<file path="src/rtl/uart_rx_fifo.sv">
// UART receiver: 16x oversampling, optional parity, error flags and a
// power-of-two receive FIFO behind a 3-bit-address register bus.
module uart_rx_fifo #(
  parameter int unsigned DATA_BITS = 8,
  parameter int unsigned FIFO_AW   = 3,
  parameter logic [7:0]  PERIOD    = 8'h1A
) (
  input  logic       clk,
  input  logic       reset_n,
  input  logic       wren,
  input  logic       rden,
  input  logic [2:0] addr,
  input  logic [7:0] din,
  input  logic       rxin,
  output logic [8:0] dout,
  output logic       irq
);

  localparam int unsigned Depth = 2 ** FIFO_AW;
  localparam logic [FIFO_AW:0] FullLevel = {1'b1, {FIFO_AW{1'b0}}};
  localparam logic [3:0] LastBit = 4'(DATA_BITS - 1);

  localparam logic [2:0] AddrPeriod = 3'b000;
  localparam logic [2:0] AddrThresh = 3'b010;
  localparam logic [2:0] AddrCtrl   = 3'b011;
  localparam logic [2:0] AddrData   = 3'b101;
  localparam logic [2:0] AddrLevel  = 3'b110;

  typedef enum logic [2:0] {StIdle, StStart, StData, StParity, StStop} state_e;

  // Configuration registers
  logic [7:0]       pr_q;
  logic [FIFO_AW:0] th_q;
  logic             rx_en_q, par_en_q, par_odd_q;

  logic wr_ctrl, fifo_clr, err_clr;
  assign wr_ctrl  = wren & (addr == AddrCtrl);
  assign fifo_clr = wr_ctrl & din[3];
  assign err_clr  = wr_ctrl & din[4];

  always_ff @(posedge clk or negedge reset_n) begin
    if (!reset_n) begin
      pr_q      <= PERIOD;
      th_q      <= '0;
      rx_en_q   <= 1'b0;
      par_en_q  <= 1'b0;
      par_odd_q <= 1'b0;
    end else if (wren) begin
      case (addr)
        AddrPeriod: pr_q <= din;
        AddrThresh: th_q <= din[FIFO_AW:0];
        AddrCtrl: begin
          rx_en_q   <= din[0];
          par_en_q  <= din[1];
          par_odd_q <= din[2];
        end
        default: ;
      endcase
    end
  end

  // Input synchroniser and falling-edge detect
  logic rx_s1_q, rx_s2_q, rx_prev_q, fall;

  always_ff @(posedge clk or negedge reset_n) begin
    if (!reset_n) begin
      rx_s1_q   <= 1'b1;
      rx_s2_q   <= 1'b1;
      rx_prev_q <= 1'b1;
    end else begin
      rx_s1_q   <= rxin;
      rx_s2_q   <= rx_s1_q;
      rx_prev_q <= rx_s2_q;
    end
  end

  assign fall = rx_prev_q & ~rx_s2_q;

  // Baud tick generator; a new period is only adopted at a wrap
  state_e     state_q, state_d;
  logic [7:0] baud_cnt_q, baud_cnt_d;
  logic [7:0] pr_act_q, pr_act_d;
  logic       tick;

  assign tick = (baud_cnt_q == pr_act_q);

  always_comb begin
    baud_cnt_d = baud_cnt_q + 8'd1;
    pr_act_d   = pr_act_q;
    if (state_q == StIdle || tick) begin
      baud_cnt_d = '0;
      pr_act_d   = pr_q;
    end
  end

  always_ff @(posedge clk or negedge reset_n) begin
    if (!reset_n) begin
      baud_cnt_q <= '0;
      pr_act_q   <= PERIOD;
    end else begin
      baud_cnt_q <= baud_cnt_d;
      pr_act_q   <= pr_act_d;
    end
  end

  // Receive FSM
  logic [3:0]           tcnt_q, tcnt_d;
  logic [3:0]           bcnt_q, bcnt_d;
  logic [DATA_BITS-1:0] sr_q, sr_d;
  logic                 perr_bit_q, perr_bit_d;
  logic                 push_req, frame_err, sample;

  assign sample = tick & (tcnt_q == 4'd15);

  always_comb begin
    state_d    = state_q;
    tcnt_d     = tcnt_q;
    bcnt_d     = bcnt_q;
    sr_d       = sr_q;
    perr_bit_d = perr_bit_q;
    push_req   = 1'b0;
    frame_err  = 1'b0;
    unique case (state_q)
      StIdle: begin
        tcnt_d     = '0;
        bcnt_d     = '0;
        perr_bit_d = 1'b0;
        if (rx_en_q && fall) state_d = StStart;
      end
      StStart: begin
        if (tick) begin
          if (tcnt_q == 4'd7) begin
            tcnt_d  = '0;
            state_d = rx_s2_q ? StIdle : StData;
          end else begin
            tcnt_d = tcnt_q + 4'd1;
          end
        end
      end
      StData: begin
        if (tick) tcnt_d = tcnt_q + 4'd1;
        if (sample) begin
          sr_d   = {rx_s2_q, sr_q[DATA_BITS-1:1]};
          bcnt_d = bcnt_q + 4'd1;
          if (bcnt_q == LastBit) state_d = par_en_q ? StParity : StStop;
        end
      end
      StParity: begin
        if (tick) tcnt_d = tcnt_q + 4'd1;
        if (sample) begin
          perr_bit_d = ((^sr_q) ^ rx_s2_q) != par_odd_q;
          state_d    = StStop;
        end
      end
      StStop: begin
        if (tick) tcnt_d = tcnt_q + 4'd1;
        if (sample) begin
          push_req  = 1'b1;
          frame_err = ~rx_s2_q;
          state_d   = StIdle;
        end
      end
      default: state_d = StIdle;
    endcase
    // Disabling the receiver abandons any frame in progress
    if (!rx_en_q) begin
      state_d   = StIdle;
      push_req  = 1'b0;
      frame_err = 1'b0;
    end
  end

  always_ff @(posedge clk or negedge reset_n) begin
    if (!reset_n) begin
      state_q    <= StIdle;
      tcnt_q     <= '0;
      bcnt_q     <= '0;
      sr_q       <= '1;
      perr_bit_q <= 1'b0;
    end else begin
      state_q    <= state_d;
      tcnt_q     <= tcnt_d;
      bcnt_q     <= bcnt_d;
      sr_q       <= sr_d;
      perr_bit_q <= perr_bit_d;
    end
  end

  // Receive FIFO
  logic [DATA_BITS-1:0] mem [Depth];
  logic [FIFO_AW:0]     wptr_q, rptr_q, level;
  logic                 full, empty, pop, push;

  assign level = wptr_q - rptr_q;
  assign full  = (level == FullLevel);
  assign empty = (level == '0);
  assign pop   = rden & (addr == AddrData) & ~empty;
  assign push  = push_req & (~full | pop);

  always_ff @(posedge clk or negedge reset_n) begin
    if (!reset_n) begin
      wptr_q <= '0;
      rptr_q <= '0;
    end else if (fifo_clr) begin
      wptr_q <= '0;
      rptr_q <= '0;
    end else begin
      if (push) wptr_q <= wptr_q + 1'b1;
      if (pop)  rptr_q <= rptr_q + 1'b1;
    end
  end

  always_ff @(posedge clk) begin
    if (push) mem[wptr_q[FIFO_AW-1:0]] <= sr_q;
  end

  // Sticky error flags; a set in the clearing cycle takes priority
  logic perr_q, ferr_q, ovr_q;

  always_ff @(posedge clk or negedge reset_n) begin
    if (!reset_n) begin
      perr_q <= 1'b0;
      ferr_q <= 1'b0;
      ovr_q  <= 1'b0;
    end else begin
      perr_q <= (perr_q & ~err_clr) | (push_req & perr_bit_q);
      ferr_q <= (ferr_q & ~err_clr) | frame_err;
      ovr_q  <= (ovr_q & ~err_clr) | (push_req & full & ~pop);
    end
  end

  // Read path and interrupt
  logic                 rden_q, irq_q;
  logic [2:0]           addr_q;
  logic [DATA_BITS-1:0] rdata_q;
  logic [8:0]           status;

  assign status = {3'b000, ovr_q, ferr_q, perr_q, full, ~empty, rx_en_q};

  always_ff @(posedge clk or negedge reset_n) begin
    if (!reset_n) begin
      rden_q  <= 1'b0;
      addr_q  <= '0;
      rdata_q <= '0;
      irq_q   <= 1'b0;
    end else begin
      rden_q <= rden;
      addr_q <= addr;
      if (rden && addr == AddrData) rdata_q <= pop ? mem[rptr_q[FIFO_AW-1:0]] : '0;
      irq_q <= rx_en_q & (((level >= th_q) & (th_q != '0)) | perr_q | ferr_q | ovr_q);
    end
  end

  always_comb begin
    dout = '0;
    if (rden_q) begin
      case (addr_q)
        AddrPeriod: dout = {1'b0, pr_q};
        AddrThresh: dout = 9'(th_q);
        AddrCtrl:   dout = status;
        AddrData:   dout = 9'(rdata_q);
        AddrLevel:  dout = 9'(level);
        default:    dout = '0;
      endcase
    end
  end

  assign irq = irq_q;

endmodule
</file>
<file path="config.mk">
export PLATFORM = sky130hd
export DESIGN_NAME = uart_rx_fifo
export DESIGN_NICKNAME = d
export VERILOG_FILES = /design/src/rtl/uart_rx_fifo.sv
export SDC_FILE = /design/constraint.sdc
export NUM_CORES = 1
export LEC_CHECK = 0
export CAP_MARGIN = 20
export CORE_MARGIN = 2
export CORE_UTILIZATION = 55
export DETAILED_ROUTE_END_ITERATION = 10
export DONT_BUFFER_PORTS = 1
export PLACE_DENSITY = 0.81
export SLEW_MARGIN = 20
export SYNTH_ARGS = -nofsm -noshare
export SYNTH_HDL_FRONTEND = slang
export SYNTH_SLANG_ARGS = --single-unit
</file>
<file path="constraint.sdc">
create_clock -name clk -period 3.85 [get_ports clk]
set_clock_uncertainty 0.15 [all_clocks]
set_input_delay 0.77 -clock clk [delete_from_list [all_inputs] [get_ports clk]]
set_output_delay 0.77 -clock clk [all_outputs]
set_load 0.02 [all_outputs]
</file>
==> run_results.csv <==
group,metric,value,unit
status,status,"finished, final reports clean",
setup_path,path_cells,"inv_1, ha_1, inv_1, fa_1, xnor2_1, and3b_1, nand4bb_1, a31oi_1, buf_4",
timing,max_freq,277,MHz
final_layout,diodes,0,
timing,setup_viol,0,
global_routing,grt-ovfl-total,0,
synthesis,syn-mean-instance-area,13.0,sq um
timing,finalHoldViolCount,0,
clocking,clock_latency,0.42,ns
clocking,cts_tree,"built",
timing,setup-tns-final,0,ns
synthesis,synthArstFlopShare,54.9,%
setup_path,crit_type,"flip-flop to primary output",
floorplan,initial_core_util,56.4,%
synthesis,syn_area,6440,sq um
clocking,htree_levels,4,
timing,worst-slew-pin-transition,0.725,ns
global_routing,grt_usage,21.7,%
floorplan,ios,26,
floorplan,fp.dieW,112,microns
flow_run,cap_violations,0,
timing,rsz0062_at_grt,"no",
setup_path,startpoint_type,"flip-flop",
power_and_ir_drop,p_int,3110,uW
route,ant_nets,0,
final_layout,drive_gt1_share,18.6,%
place,port_buffers,0,
global_routing,grt_pass1_vias,4071,
power_and_ir_drop,seq_power_share,42.8,%
route,wl_per_cell,19.5,microns
clocking,cts_buffers,17,
setup_path,cp_top_family,"adder cells",
floorplan,core_area,11400,sq um
clocking,clockBufferDepth,2,
global_routing,grt_max_degree,62,
setup_path,required,2.93,ns
route,via_per_inst,6.03,
timing,slew_headroom,51.5,%
synthesis,netlist_instances,495,
setup_path,path_common_cell,"inv_1",
final_layout,postLayoutCellArea,7240,sq um
route,first_pass_iters,4,
setup_path,critPathCaptureType,"primary output",
floorplan,fp.dieH,112,microns
power_and_ir_drop,switching_share,28.5,%
global_routing,grt_pass1_wl,20.7,mm
setup_path,cp_num_buf_inv,3,
timing,fin_crit,3.61,ns
synthesis,yosysWarnings,0,
synthesis,synth_edf_count,64,
power_and_ir_drop,cellPowerDensity,600,nW/um^2
power_and_ir_drop,power.switching,1240,uW
clocking,cts.sinks,142,
route,routed_wl,12.8,mm
setup_path,crit_arrival,2.69,ns
min_path,hp-class,"input pin to async pin",
place,dp_hpwl,8.65,mm
synthesis,ys.flop_type,"edfxtp_1",
power_and_ir_drop,p_clk_share,38.6,%
power_and_ir_drop,total_leakage_power,0.00292,uW
route,dr.first_iter.drc_count,403,
final_layout,fin_util,63.4,%
synthesis,ys_types,61,
clocking,post_cts_buffers,0,
clocking,cts-resized-gates,0,
synthesis,synth-seq-cells,142,
power_and_ir_drop,ir_drop,598,uV
clocking,clk_pin_slew_worst_paths,0.06,ns
power_and_ir_drop,comb_power_share,18.6,%
floorplan,dieArea,12600,sq um
timing,whs,0.0445,ns
synthesis,syn-num-nets,522,
place,placed_area,6600,sq um
timing,finalCritPeriodShare,93.7,%
setup_path,crit_path_top_delay_cell,"dfrtp_1",
clocking,root_buffer,"clkbuf_16",
synthesis,yosysSeqAreaShare,60.5,%
floorplan,num_rows,39,
route,drc,0,
setup_path,critical_path.max_fanout,9,
final_layout,area_growth_syn_to_layout,12.4,%
global_routing,antenna_found_initial,0,
final_layout,final_nets,530,
setup_path,max_stage_delay,0.48,ns
place,gp_congestion,0.878,
route,vias,3976,
timing,slew_violations,0,
==> per-layer routing <==
layer	wire length [microns]	share of wire, %	GRT usage (%)	up-vias
li1	-	-	-	1843
met1	5470	43	27.8	2003
met3	832	6.5	6.21	16
met4	170	1.3	9.59	0
met5	0	0	0	-
met2	6350	50	34.7	114
==> per-stage QoR <==
stage	total power, uW	worst slack [ns]	cells
2_1_floorplan	2500	-0.242	495
3_3_place_gp	2630	0.723	626
3_5_place_dp	2670	0.553	626
4_1_cts	4370	0.236	659
5_1_grt	4530	0.0821	659
6_report	4340	0.243	659
==> synthesized netlist by cell type, types with 4 or more instances <==
cell      count  share of area, %
edfxtp_1     64                30
dfrtp_1      61                24
nand2_1      61               3.6
xnor2_1      22               3.0
nor2_1       18               1.0
dfstp_2      17               6.9
mux2_2       17               3.0
mux4_2       16               5.6
nand3_1      16               1.2
a21oi_1      15               1.2
o21ai_1      15               1.2
clkbuf_1     12              0.70
mux2i_1      12               1.9
ha_1         10               1.9
o21ai_0      10              0.78
and3_1        9              0.87
mux2_1        8               1.4
nor3_1        8              0.62
inv_1         7              0.41
nand2b_1      7              0.68
nor2b_1       6              0.58
buf_2         5              0.39
or3_1         5              0.49
xor2_1        5              0.68
a31oi_1       4              0.39
nand3b_1      4              0.47
o211ai_1      4              0.47
o31ai_1       4              0.47
or4_1         4              0.47
==> logic make-up (layout without fill, tap and decap cells) <==
family | after synthesis | after routing | synth area share, %
and+or+nand+nor | 162 | 162 | 13.1
DFF | 142 | 142 | 60.5
buffers and inverters | 30 | 51 | 2.02
xor gates and xnor gates | 27 | 27 | 3.67
adders and majority gates | 12 | 12 | 2.41
AOI/OAI and AO/OA | 68 | 68 | 6.47
other | 1 | 1 | 0.0582
muxes | 53 | 53 | 11.8
==> layout make-up <==
| class | instances | area [sq um] |
|---|---|---|
| clock inverters | 14 | 179 |
| inverters | 8 | 30.0 |
| fillers | 794 | 4180 |
| flip-flops and latches | 142 | 3890 |
| clock buffers | 18 | 429 |
| multi-input cells | 323 | 2420 |
| well taps | 143 | 179 |
| repair buffers | 11 | 103 |
==> flip-flops by register name, indices dropped and copies added (netlist names), 3 cells and up <==
name,count
pr_q,8
pr_act_q,8
mem,64
th_q,4
bcnt_q,4
rdata_q,8
baud_cnt_q,8
state_q,3
addr_q,3
tcnt_q,4
sr_q,8
wptr_q,4
rptr_q,4
==> power groups by stage <==
stage | combinational [uW] | clock (uW) | sequential [uW]
floorplan | 671 | 0 | 1830
global placement | 754 | 0 | 1870
detailed placement | 789 | 0 | 1880
CTS | 815 | 1700 | 1860
global route | 896 | 1760 | 1870
finish | 807 | 1680 | 1860
==> cell usage in the layout, fill, tap and decap left out, drive strengths merged, types with 5 or more instances in the layout <==
master	count
edfxtp	64
nand2	61
dfrtp	61
mux2	25
o21ai	25
xnor2	22
nor2	18
clkbuf	18
dfstp	17
nand3	16
mux4	16
a21oi	15
inv	14
mux2i	12
buf	11
ha	10
and3	9
nor3	8
nand2b	7
nor2b	6
or3	5
xor2	5
==> path summary, 6_finish.rpt <==
| check | start | to | slack [ns] | depth (start not counted) |
|---|---|---|---|---|
| max in group asynchronous | reset_n | state_q[2] | 3.21 | 1 |
| min | reset_n | pr_act_q[3] | 0.04 | 0 |
| min reg2reg | rx_s1_q | rx_s2_q | 0.21 | 0 |
| max | wptr_q[0] | dout[2] | 0.24 | 9 |
| max reg2reg | wptr_q[0] | mem[7][5] | 0.55 | 9 |
| min in group clk | rxin | rx_s1_q | 0.20 | 0 |
==> timing repair <==
item,in CTS,in global routing
hold buffers,1,0
hold endpoints to repair,61,0
endpoints found under the setup margin,0,0
No activity file was read; power rests on OpenSTA's default activity.
